**src/rtl/pulse_seq_pkg.sv**
```systemverilog
// Shared types and default timing for the RF pulse sequencer: state encoding,
// mode encoding, and 66.6 MHz default segment lengths.
package pulse_seq_pkg;

  typedef enum logic [2:0] {
    IDLE  = 3'd0,
    START = 3'd1,
    P1    = 3'd2,
    GAP1  = 3'd3,
    P2    = 3'd4,
    GAP2  = 3'd5,
    P3    = 3'd6,
    HOLD  = 3'd7
  } state_t;

  localparam logic MODE_MZ   = 1'b0;
  localparam logic MODE_RABI = 1'b1;

  localparam int DEF_START_CYC   = 400;
  localparam int DEF_PI_2_CYC    = 333;
  localparam int DEF_PI_CYC      = 666;
  localparam int DEF_T_CYC       = 66600;
  localparam int DEF_HOLDOFF_CYC = 33300;

endpackage

```
**src/rtl/pulse_sequencer_if.sv**
```systemverilog
// Trigger/status bundle between the MCU side (master) and the pulse sequencer
// (slave).
interface pulse_sequencer_if #(
  parameter int CNT_W  = 32,
  parameter int SHOT_W = 16
);
  logic              trig;
  logic              mode;
  logic              abort;
  logic              rabi_clr;
  logic              rf;
  logic              busy;
  logic              done;
  logic [CNT_W-1:0]  rabi_len;
  logic [SHOT_W-1:0] shot_count;

  modport master (
    output trig, mode, abort, rabi_clr,
    input  rf, busy, done, rabi_len, shot_count
  );

  modport slave (
    input  trig, mode, abort, rabi_clr,
    output rf, busy, done, rabi_len, shot_count
  );
endinterface

```
**src/rtl/sync_edge_det.sv**
```systemverilog
// Optional 2-flop synchroniser (PULSE_SEQUENCER_TRIG_SYNC_EN) followed by a
// rising-edge detector; EDGE=0 passes the (synchronised) level through instead.
module sync_edge_det #(
  parameter bit EDGE = 1'b1
) (
  input  logic clk,
  input  logic rst,
  input  logic d,
  output logic q
);
  logic s;
  logic prev;

`ifdef PULSE_SEQUENCER_TRIG_SYNC_EN
  logic [1:0] sync;
  always_ff @(posedge clk or posedge rst) begin
    if (rst) sync <= 2'b00;
    else     sync <= {sync[0], d};
  end
  assign s = sync[1];
`else
  assign s = d;
`endif

  // History is tracked every cycle, so a held-high input never re-fires.
  always_ff @(posedge clk or posedge rst) begin
    if (rst) prev <= 1'b0;
    else     prev <= s;
  end

  assign q = s & ~(prev & EDGE);
endmodule

```
**src/rtl/pulse_sequencer.sv**
```systemverilog
// RF pulse sequencer: Mach-Zehnder (pi/2-T-pi-T-pi/2) or stepped-length Rabi
// shots on one gate output. PULSE_SEQUENCER_TRIG_SYNC_EN adds input synchronisers.
module pulse_sequencer
  import pulse_seq_pkg::*;
#(
  parameter int CNT_W       = 32,
  parameter int START_CYC   = DEF_START_CYC,
  parameter int PI_2_CYC    = DEF_PI_2_CYC,
  parameter int PI_CYC      = DEF_PI_CYC,
  parameter int T_CYC       = DEF_T_CYC,
  parameter int HOLDOFF_CYC = DEF_HOLDOFF_CYC,
  parameter int RABI_INIT   = 66,
  parameter int RABI_STEP   = 66,
  parameter int RABI_MAX    = 66000,
  parameter int SHOT_W      = 16
) (
  input logic              clk,
  input logic              rst,
  pulse_sequencer_if.slave bus
);
  state_t            state, state_d;
  logic [CNT_W-1:0]  cnt, cnt_d, seg_len;
  logic [CNT_W-1:0]  shot_len, rabi_len_q, rabi_next;
  logic [CNT_W:0]    rabi_sum;
  logic [SHOT_W-1:0] shot_q;
  logic              shot_mode;
  logic              rf_q, busy_q, done_q;
  logic              rf_d, busy_d, done_d;
  logic              seg_end, start, abort_lvl;

  sync_edge_det #(.EDGE(1'b1)) u_trig  (.clk(clk), .rst(rst), .d(bus.trig),  .q(start));
  sync_edge_det #(.EDGE(1'b0)) u_abort (.clk(clk), .rst(rst), .d(bus.abort), .q(abort_lvl));

  always_comb begin
    seg_len = '0;
    unique case (state)
      START:       seg_len = CNT_W'(START_CYC);
      P1:          seg_len = (shot_mode == MODE_RABI) ? shot_len : CNT_W'(PI_2_CYC);
      GAP1, GAP2:  seg_len = CNT_W'(T_CYC);
      P2:          seg_len = CNT_W'(PI_CYC);
      P3:          seg_len = CNT_W'(PI_2_CYC);
      HOLD:        seg_len = CNT_W'(HOLDOFF_CYC);
      default:     seg_len = '0;
    endcase
  end

  assign seg_end = (cnt == seg_len - CNT_W'(1));

  // Extra bit keeps the step add from wrapping before the limit compare.
  assign rabi_sum  = {1'b0, rabi_len_q} + (CNT_W+1)'(RABI_STEP);
  assign rabi_next = (rabi_sum > (CNT_W+1)'(RABI_MAX)) ? CNT_W'(RABI_INIT)
                                                       : rabi_sum[CNT_W-1:0];

  // NOTE: every output gets a default first; a path leaving one unassigned would infer a latch.
  always_comb begin
    state_d = state;
    cnt_d   = cnt + CNT_W'(1);
    done_d  = 1'b0;
    if (state == IDLE) begin
      cnt_d = '0;
      if (start) state_d = START;
    end else if (abort_lvl) begin
      state_d = IDLE;
      cnt_d   = '0;
    end else if (seg_end) begin
      cnt_d = '0;
      unique case (state)
        START:   state_d = P1;
        P1:      state_d = (shot_mode == MODE_RABI) ? HOLD : GAP1;
        GAP1:    state_d = P2;
        P2:      state_d = GAP2;
        GAP2:    state_d = P3;
        P3:      state_d = HOLD;
        HOLD: begin
          state_d = IDLE;
          done_d  = 1'b1;
        end
        default: state_d = IDLE;
      endcase
    end
    rf_d   = (state_d == P1) || (state_d == P2) || (state_d == P3);
    busy_d = (state_d != IDLE);
  end

  // NOTE: non-blocking throughout so every flop samples the same pre-edge values.
  always_ff @(posedge clk or posedge rst) begin
    if (rst) begin
      state      <= IDLE;
      cnt        <= '0;
      rf_q       <= 1'b0;
      busy_q     <= 1'b0;
      done_q     <= 1'b0;
      shot_q     <= '0;
      rabi_len_q <= CNT_W'(RABI_INIT);
      shot_len   <= CNT_W'(RABI_INIT);
      shot_mode  <= MODE_MZ;
    end else begin
      state  <= state_d;
      cnt    <= cnt_d;
      rf_q   <= rf_d;
      busy_q <= busy_d;
      done_q <= done_d;
      if (state == IDLE && start) begin
        shot_len  <= rabi_len_q;
        shot_mode <= bus.mode;
      end
      if (done_d) shot_q <= shot_q + SHOT_W'(1);
      if (bus.rabi_clr)
        rabi_len_q <= CNT_W'(RABI_INIT);
      else if (done_d && shot_mode == MODE_RABI)
        rabi_len_q <= rabi_next;
    end
  end

  assign bus.rf         = rf_q;
  assign bus.busy       = busy_q;
  assign bus.done       = done_q;
  assign bus.rabi_len   = rabi_len_q;
  assign bus.shot_count = shot_q;
endmodule

```
**src/flat_wrapper.sv**
```systemverilog
// flat-port wrapper written by rule: the top's interface ports become plain ports
module pulse_sequencer_flat import pulse_seq_pkg::*;
#(
  parameter int CNT_W       = 32,
  parameter int START_CYC   = DEF_START_CYC,
  parameter int PI_2_CYC    = DEF_PI_2_CYC,
  parameter int PI_CYC      = DEF_PI_CYC,
  parameter int T_CYC       = DEF_T_CYC,
  parameter int HOLDOFF_CYC = DEF_HOLDOFF_CYC,
  parameter int RABI_INIT   = 66,
  parameter int RABI_STEP   = 66,
  parameter int RABI_MAX    = 66000,
  parameter int SHOT_W      = 16
)
  (clk, rst, bus_trig, bus_mode, bus_abort, bus_rabi_clr, bus_rf, bus_busy, bus_done, bus_rabi_len, bus_shot_count);
  pulse_sequencer_if #(.CNT_W(CNT_W), .SHOT_W(SHOT_W)) bus_i ();
  input logic clk;
  input logic rst;
  input wire logic [$bits(bus_i.trig)-1:0] bus_trig;
  input wire logic [$bits(bus_i.mode)-1:0] bus_mode;
  input wire logic [$bits(bus_i.abort)-1:0] bus_abort;
  input wire logic [$bits(bus_i.rabi_clr)-1:0] bus_rabi_clr;
  output wire logic [$bits(bus_i.rf)-1:0] bus_rf;
  output wire logic [$bits(bus_i.busy)-1:0] bus_busy;
  output wire logic [$bits(bus_i.done)-1:0] bus_done;
  output wire logic [$bits(bus_i.rabi_len)-1:0] bus_rabi_len;
  output wire logic [$bits(bus_i.shot_count)-1:0] bus_shot_count;
  assign bus_i.trig = bus_trig;
  assign bus_i.mode = bus_mode;
  assign bus_i.abort = bus_abort;
  assign bus_i.rabi_clr = bus_rabi_clr;
  assign bus_rf = bus_i.rf;
  assign bus_busy = bus_i.busy;
  assign bus_done = bus_i.done;
  assign bus_rabi_len = bus_i.rabi_len;
  assign bus_shot_count = bus_i.shot_count;
  pulse_sequencer #(.CNT_W(CNT_W), .START_CYC(START_CYC), .PI_2_CYC(PI_2_CYC), .PI_CYC(PI_CYC), .T_CYC(T_CYC), .HOLDOFF_CYC(HOLDOFF_CYC), .RABI_INIT(RABI_INIT), .RABI_STEP(RABI_STEP), .RABI_MAX(RABI_MAX), .SHOT_W(SHOT_W)) u_core (.clk(clk), .rst(rst), .bus(bus_i));
endmodule
```
**config.mk**
```make
export PLATFORM = sky130hd
export DESIGN_NAME = pulse_sequencer_flat
export DESIGN_NICKNAME = d
export VERILOG_FILES = /design/src/rtl/pulse_seq_pkg.sv /design/src/rtl/pulse_sequencer_if.sv /design/src/rtl/sync_edge_det.sv /design/src/rtl/pulse_sequencer.sv /design/src/flat_wrapper.sv
export SDC_FILE = /design/constraint.sdc
export NUM_CORES = 1
export LEC_CHECK = 0
export ABC_AREA = 1
export ABC_CLOCK_PERIOD_IN_PS = 6200
export CAP_MARGIN = 40
export CORE_MARGIN = 5
export CORE_UTILIZATION = 50
export DETAILED_ROUTE_END_ITERATION = 10
export DONT_BUFFER_PORTS = 1
export GPL_TIMING_DRIVEN = 0
export SKIP_LAST_GASP = 1
export SLEW_MARGIN = 20
export SYNTH_ARGS = -nofsm -noshare
export SYNTH_HDL_FRONTEND = slang
export SYNTH_SLANG_ARGS = --single-unit
```
**constraint.sdc**
```tcl
create_clock -name clk -period 6.2 [get_ports clk]
set_clock_uncertainty 0.05 [all_clocks]
set_input_delay 0.93 -clock clk [delete_from_list [all_inputs] [get_ports clk]]
set_output_delay 0.93 -clock clk [all_outputs]
set_load 0.005 [all_outputs]
```
==> metrics.yaml, run 1 <==
status:
  status: "complete, no violations"
setup_path:
  cp-end-kind: "flop"
  reg2reg_from: "u_core.state[0]$_DFF_PP0_"
  slowest_delay_ns: 0.39
  path_delay_family: "simple AND/OR/NAND/NOR gates"
  path_depth: 21
  required_ns: 6.45
  reg2reg_to: "u_core.cnt[20]$_DFF_PP0_"
  cp_slowest_cell: "dfrtp_1"
  timing.critical_path.buf_inv: 3
  critical_path.startpoint: "u_core.state[0]$_DFF_PP0_"
  critPathKind: "reg -> reg"
  path_cells: "buf_6 -> nor2_1 -> nand2_1 -> nand2_1 -> inv_1 -> ha_1 -> xor2_1 -> nand2_1 -> nor2_1 -> nand2_1 -> nor2_1 -> nand2_1 -> nor2_1 -> nand3_1 -> nor2_1 -> nand2_1 -> nor2_1 -> nand3_1 -> nand2_2 -> buf_2 -> nor2_1"
  cpMostUsedCell: "nor2_1"
  critPathArrivalTime_ns: 4.03
  start_kind: "flop"
  crit_fanout: 10
  reg2reg_slack_ns: 2.42
  reg2reg_depth: 21
logic_synthesis:
  synth_fp_nets: 1372
  yosys.area_share.xor_xnor: 0.0771
  ys_seq_area_frac: 0.330
  muxShareOfSynthArea: 0
  synthCells: 1362
  avgSynthCellArea_um2: 6.58
  yosys_register_bits: 118
  synth_top_family_by_area: "simple AND/OR/NAND/NOR gates"
  yosys.area_share.simple: 0.449
  yosys_warnings: 0
  synth-compound-area-share: 0.0448
  synth_cell_types: 41
  syn_area_um2: 8960
  synth_adder_area_share: 0.00559
global_route:
  grt_pass1_vias: 8404
  met3_usage: 0.0509
  grt_max_degree: 62
  use_met1: 0.351
  busiest_layer: "met2"
  antenna_found_initial: 0
  grt_pass1_wl_um: 43000
  grt_usage: 0.263
  overflow: 0
  use_met2: 0.427
routing:
  drt-pass1-iter-count: 5
  ant_nets: 0
  wl_um: 26000
  vias: 8527
  via_per_inst: 5.25
  drcViolationCount: 0
  dr.first_iter.drc_count: 515
  avgRoutedWirePerCell_um: 16.0
power:
  vdd_drop_max_uv: 183
  power_leakage_nw: 4.81
  p_total_mw: 2.07
  power_density_nw_per_um2: 210
cts:
  clock_latency_ns: 0.43
  ctsResizeCount: 0
  cts-buffers-inserted: 17
  cts_tree: "done"
  cts.sinks: 118
  post-cts-setup-buffers: 0
  postCtsHoldBufs: 0
  root_buffer: "clkbuf_16"
  clkSlewWorstSetupHoldPaths_ns: 0.06
  htree_levels: 4
  clockBufferDepth: 2
flow_run:
  max_cap_violations: 0
placed_design:
  dp_slack_ns: 2.47
  dpl.hpwl_um: 20800
  portBuffers: 0
  dp.cells: 1593
  gp_congestion: 0.972
cells_and_area:
  synthToLayoutAreaGrowth_pct: 10.2
  nNetsFinal: 1394
  antenna_cells: 0
  drive_above_1_share: 0.0910
  fillers: 1866
  fin_util: 0.555
  final_cells: 1625
  layout_common_cells: "nand2_1, nor2_1, inv_1, nand3_1, dfrtp_1"
  layout_commonest_cell: "nand2_1"
floorplanning:
  core_area_um2: 17800
  io_pins: 57
  start_util: 0.504
  fp.dieW_um: 144
  rows: 49
  die_h_um: 144
  die_area_um2: 20700
timing:
  timing.final.ws_setup_ns: 2.42
  finalMaxSlewViolations: 0
  grt_setup_unrepaired: "no"
  slew_headroom: 0.516
  setup_tns_ns: 0
  period_minus_slack_ns: 3.78
  finalCritPeriodShare: 0.610
  hold_violations: 0
  worst_slew_pin_slew_ns: 0.721
  clock.fmax_ghz: 0.264
  setup_violations: 0
worst_hold_path:
  hold_class: "in -> async"
## cells in the mapped netlist
library cell / number / share of area
nor2_1: 186 / 0.078
nor2b_1: 2 / 0.0014
nor3b_1: 4 / 0.0034
inv_1: 165 / 0.069
conb_1: 1 / 0.00042
nand3_1: 115 / 0.064
clkbuf_1: 13 / 0.0054
nand4_1: 38 / 0.027
inv_4: 2 / 0.0014
o21a_1: 1 / 0.00084
a21oi_1: 17 / 0.0095
nand3_4: 3 / 0.0059
nand2_2: 15 / 0.010
nor2_4: 9 / 0.011
or2_2: 1 / 0.00070
o21ai_0: 50 / 0.028
nand2_1: 405 / 0.17
xnor2_1: 7 / 0.0068
xor2_1: 70 / 0.068
ha_1: 4 / 0.0056
buf_4: 5 / 0.0042
nor3_4: 1 / 0.0018
nand2_4: 3 / 0.0038
xor2_2: 1 / 0.0018
nor3_1: 37 / 0.021
o21ai_1: 7 / 0.0039
buf_1: 1 / 0.00042
buf_6: 5 / 0.0063
nor2_2: 22 / 0.015
inv_2: 3 / 0.0013
buf_8: 1 / 0.0017
nor2_8: 1 / 0.0022
dfrtp_1: 114 / 0.32
nor4_1: 21 / 0.015
dfstp_2: 4 / 0.012
and2_1: 2 / 0.0014
o2111ai_1: 1 / 0.00098
buf_2: 6 / 0.0034
nand3b_1: 7 / 0.0059
o21bai_1: 2 / 0.0017
nand3_2: 10 / 0.011
## logic make-up after synthesis
kind of cell	after synthesis
other	1
adder cells (fa/ha/maj)	4
XOR/XNOR	78
AND/OR/NAND/NOR	882
AO/OA/AOI/OAI	78
buffers and inverters	201
flip-flops	118
## sequential cells by signal (all words and copies together), names as in the netlist
signal	flops
u_core.bus.busy	1
u_core.bus.shot_count	16
u_core.bus.rf	1
u_core.state	3
u_core.u_trig.prev	1
u_core.cnt	32
u_core.shot_mode	1
u_core.bus.rabi_len	31
u_core.shot_len	31
u_core.bus.done	1
## routing by layer
| layer | share of wire | vias to the layer above |
|---|---|---|
| met2 | 0.46 | 223 |
| met1 | 0.46 | 3881 |
| met5 | 0 | - |
| met3 | 0.052 | 45 |
| li1 | - | 4378 |
| met4 | 0.031 | 0 |
## final cells by class
type                            instances  area (um2)  area share
Tap cell                              229         287      0.0290
Multi-Input combinational cell       1043        5160       0.523
Clock inverter                         13         146      0.0148
Inverter                              170         648      0.0657
Clock buffer                           18         439      0.0445
Sequential cell                       118        2960       0.300
Timing Repair Buffer                    3        37.5     0.00380
Buffer                                 31         191      0.0194
## worst max-delay path by stage
stage                                             to  slack (ns)
2_1_floorplan              u_core.bus.busy$_DFF_PP0_        2.10
3_3_place_gp   u_core.bus.shot_count[13]$_DFFE_PP0P_        0.68
3_5_place_dp                u_core.cnt[20]$_DFF_PP0_        2.47
4_1_cts                     u_core.cnt[20]$_DFF_PP0_        2.45
5_1_grt                      u_core.cnt[9]$_DFF_PP0_        2.07
6_report                    u_core.cnt[20]$_DFF_PP0_        2.42
## power by group
part / total [mW] / switching [mW] / internal [mW]
registers: 0.792 / 0.00904 / 0.783
logic: 0.280 / 0.200 / 0.0798
clock network: 0.998 / 0.393 / 0.605
## metrics by stage
step / area, um2 / hold WS, ns
after floorplan: 8960 / 0.392
after global placement: 9240 / 0.415
after detailed placement: 9280 / 0.422
after CTS: 9870 / 0.406
after global routing: 9870 / 0.439
final: 9870 / 0.383
(Power assumes the default switching activity.)
==> run 2, diff against run 1 <==
ABC_CLOCK_PERIOD_IN_PS = 3400   (was 6200)
PLACE_DENSITY = 0.68   (was unset)
clock period = 3.4 ns   (was 6.2 ns; I/O delays follow)
==> run 2 against run 1 <==
Net effect: utilization rose by 3.6 points; worst setup slack got worse by 2.4 ns; sequential power increased by 83%; design area rose by 6.6%; sequential cell count is the same; count of clock-buffer cells in the layout is 6 higher; critical path type unchanged; critical endpoint is now u_core.bus.rabi_len[18]$_DFFE_PP0P_; highest routed layer unchanged.
==> metrics.yaml, run 2 (synthesis results as in run 1) <==
status:
  status: "complete, no violations"
cts:
  clkSlewWorstSetupHoldPaths_ns: 0.06
  cts.sinks: 118
  clock_latency_ns: 0.42
  htree_levels: 4
  cts_tree: "done"
  cts-buffers-inserted: 17
  clockBufferDepth: 2
  root_buffer: "clkbuf_16"
setup_path:
  crit_fanout: 8
  required_ns: 3.66
  start_kind: "flop"
  critPathKind: "reg -> reg"
  cp-end-kind: "flop"
  critPathArrivalTime_ns: 3.62
global_route:
  grt_pass1_vias: 8384
  grt_pass1_wl_um: 41900
  grt_usage: 0.255
  overflow: 0
  antenna_found_initial: 0
  grt_max_degree: 35
cells_and_area:
  layout_common_cells: "nand2_1, nor2_1, inv_1, dfrtp_1, nand3_1"
  nNetsFinal: 1424
  multi_input_area_um2: 5460
  regArea_um2: 2960
  drive_above_1_share: 0.135
  antenna_cells: 0
  regMostFlops: "u_core.cnt"
  layout_commonest_cell: "nand2_1"
  fillers: 1736
  largest_register_ffs: 32
  fin_util: 0.592
  synthToLayoutAreaGrowth_pct: 17.4
  final_area_um2: 10500
routing:
  vias: 8778
  ant_nets: 0
  via_per_inst: 5.30
  drt-pass1-iter-count: 8
  wl_um: 25800
  drcViolationCount: 0
  avgRoutedWirePerCell_um: 15.6
  dr.first_iter.drc_count: 539
timing:
  period_minus_slack_ns: 3.36
  setup_violations: 0
  slew_headroom: 0.549
  worst_slew_pin_slew_ns: 0.677
  grt_setup_unrepaired: "yes"
  finalCritPeriodShare: 0.989
  setup_tns_ns: 0
  clock.fmax_ghz: 0.297
  hold_violations: 0
  finalMaxSlewViolations: 0
power:
  swShare: 0.266
  combPwrFrac: 0.146
  p_sw_mw: 1.06
  power_density_nw_per_um2: 378
  seqPwrFrac: 0.364
  vdd_drop_max_uv: 399
  p_int_mw: 2.91
  p_total_mw: 3.97
  power_leakage_nw: 5.04
  clkPwrFrac: 0.490
floorplanning:
  die_h_um: 144
  die_area_um2: 20700
  io_pins: 57
  start_util: 0.504
  rows: 49
  core_area_um2: 17800
  fp.dieW_um: 144
placed_design:
  portBuffers: 0
  dpl.hpwl_um: 19700
  dpl-instance-area_um2: 9310
  gp_congestion: 0.943
flow_run:
  max_cap_violations: 0
worst_hold_path:
  hold_class: "in -> reg"
run 2: power by group through the flow:
stage	sequential, mW	combinational (mW)	clock, mW
after detailed placement	1.47	0.510	0
after floorplan	1.47	0.389	0
final	1.45	0.578	1.95
after global placement	1.47	0.496	0
after CTS	1.45	0.524	1.98
after global routing	1.45	0.648	2.05
run 2: worst paths after layout:
check	to	depth (start not counted)	slack [ns]	from
max in group asynchronous	u_core.shot_len[6]$_DFFE_PP1P_	3	2.15	rst
worst min-delay path	u_core.u_trig.prev$_DFF_PP0_	0	0.06	bus_trig
worst min register to register	u_core.shot_len[9]$_DFFE_PP0P_	2	0.43	u_core.shot_len[9]$_DFFE_PP0P_
worst max register to register	u_core.bus.rabi_len[18]$_DFFE_PP0P_	24	0.04	u_core.state[0]$_DFF_PP0_
worst max-delay path	u_core.bus.rabi_len[18]$_DFFE_PP0P_	24	0.04	u_core.state[0]$_DFF_PP0_
min in group asynchronous	u_core.bus.rabi_len[25]$_DFFE_PP0P_	2	0.55	rst
run 2: per-stage QoR:
step                      hold WS, ns  setup slack [ns]  instances
after detailed placement        0.402            -0.312       1594
after global placement          0.407            -0.248       1591
after floorplan                 0.392             0.456       1362
after global routing           0.0459            -0.196       1655
after CTS                      0.0473           -0.0326       1632
final                          0.0609            0.0382       1655
run 2: layout make-up:
cell class / count / share of cell area
Timing Repair Buffer: 34 / 0.0308
Buffer: 30 / 0.0193
Sequential cell: 118 / 0.281
Inverter: 170 / 0.0620
Clock buffer: 24 / 0.0468
Multi-Input combinational cell: 1043 / 0.519
Clock inverter: 7 / 0.0136
Tap cell: 229 / 0.0272
run 2: repair_timing:
item	in CTS	in global routing
pin swaps	6	27
setup endpoints to repair	80	79
resized for setup	23	60
gates cloned	0	1
setup buffers	7	22
hold buffers	1	0
hold endpoints to repair	18	0
run 2: per-layer routing:
| metal | vias up | wire (um) | GRT usage |
|---|---|---|---|
| met5 | - | 0 | 0 |
| met4 | 0 | 626 | 0.0793 |
| met3 | 44 | 1200 | 0.0466 |
| met2 | 226 | 12400 | 0.422 |
| met1 | 4066 | 11500 | 0.340 |
| li1 | 4442 | - | - |
run 2: critical path, stage by stage (launching register included):
cell and delay (ns):
dfrtp_1 0.40, inv_2 0.12, nand2_8 0.06, nor2_4 0.12, nand2_2 0.09, nand2_2 0.09, inv_2 0.05, ha_4 0.26
xor2_1 0.14, nand2_1 0.08, nor2_2 0.12, nand2_1 0.07, nor2_2 0.14, nand3_2 0.08, nor2_2 0.14, nand2_1 0.10
nor2_2 0.15, nand3_2 0.12, nor2_4 0.13, nand3_4 0.14, nor2_8 0.20, nand2_8 0.10, nand2_8 0.11, clkbuf_16 0.16
nor2_2 0.03
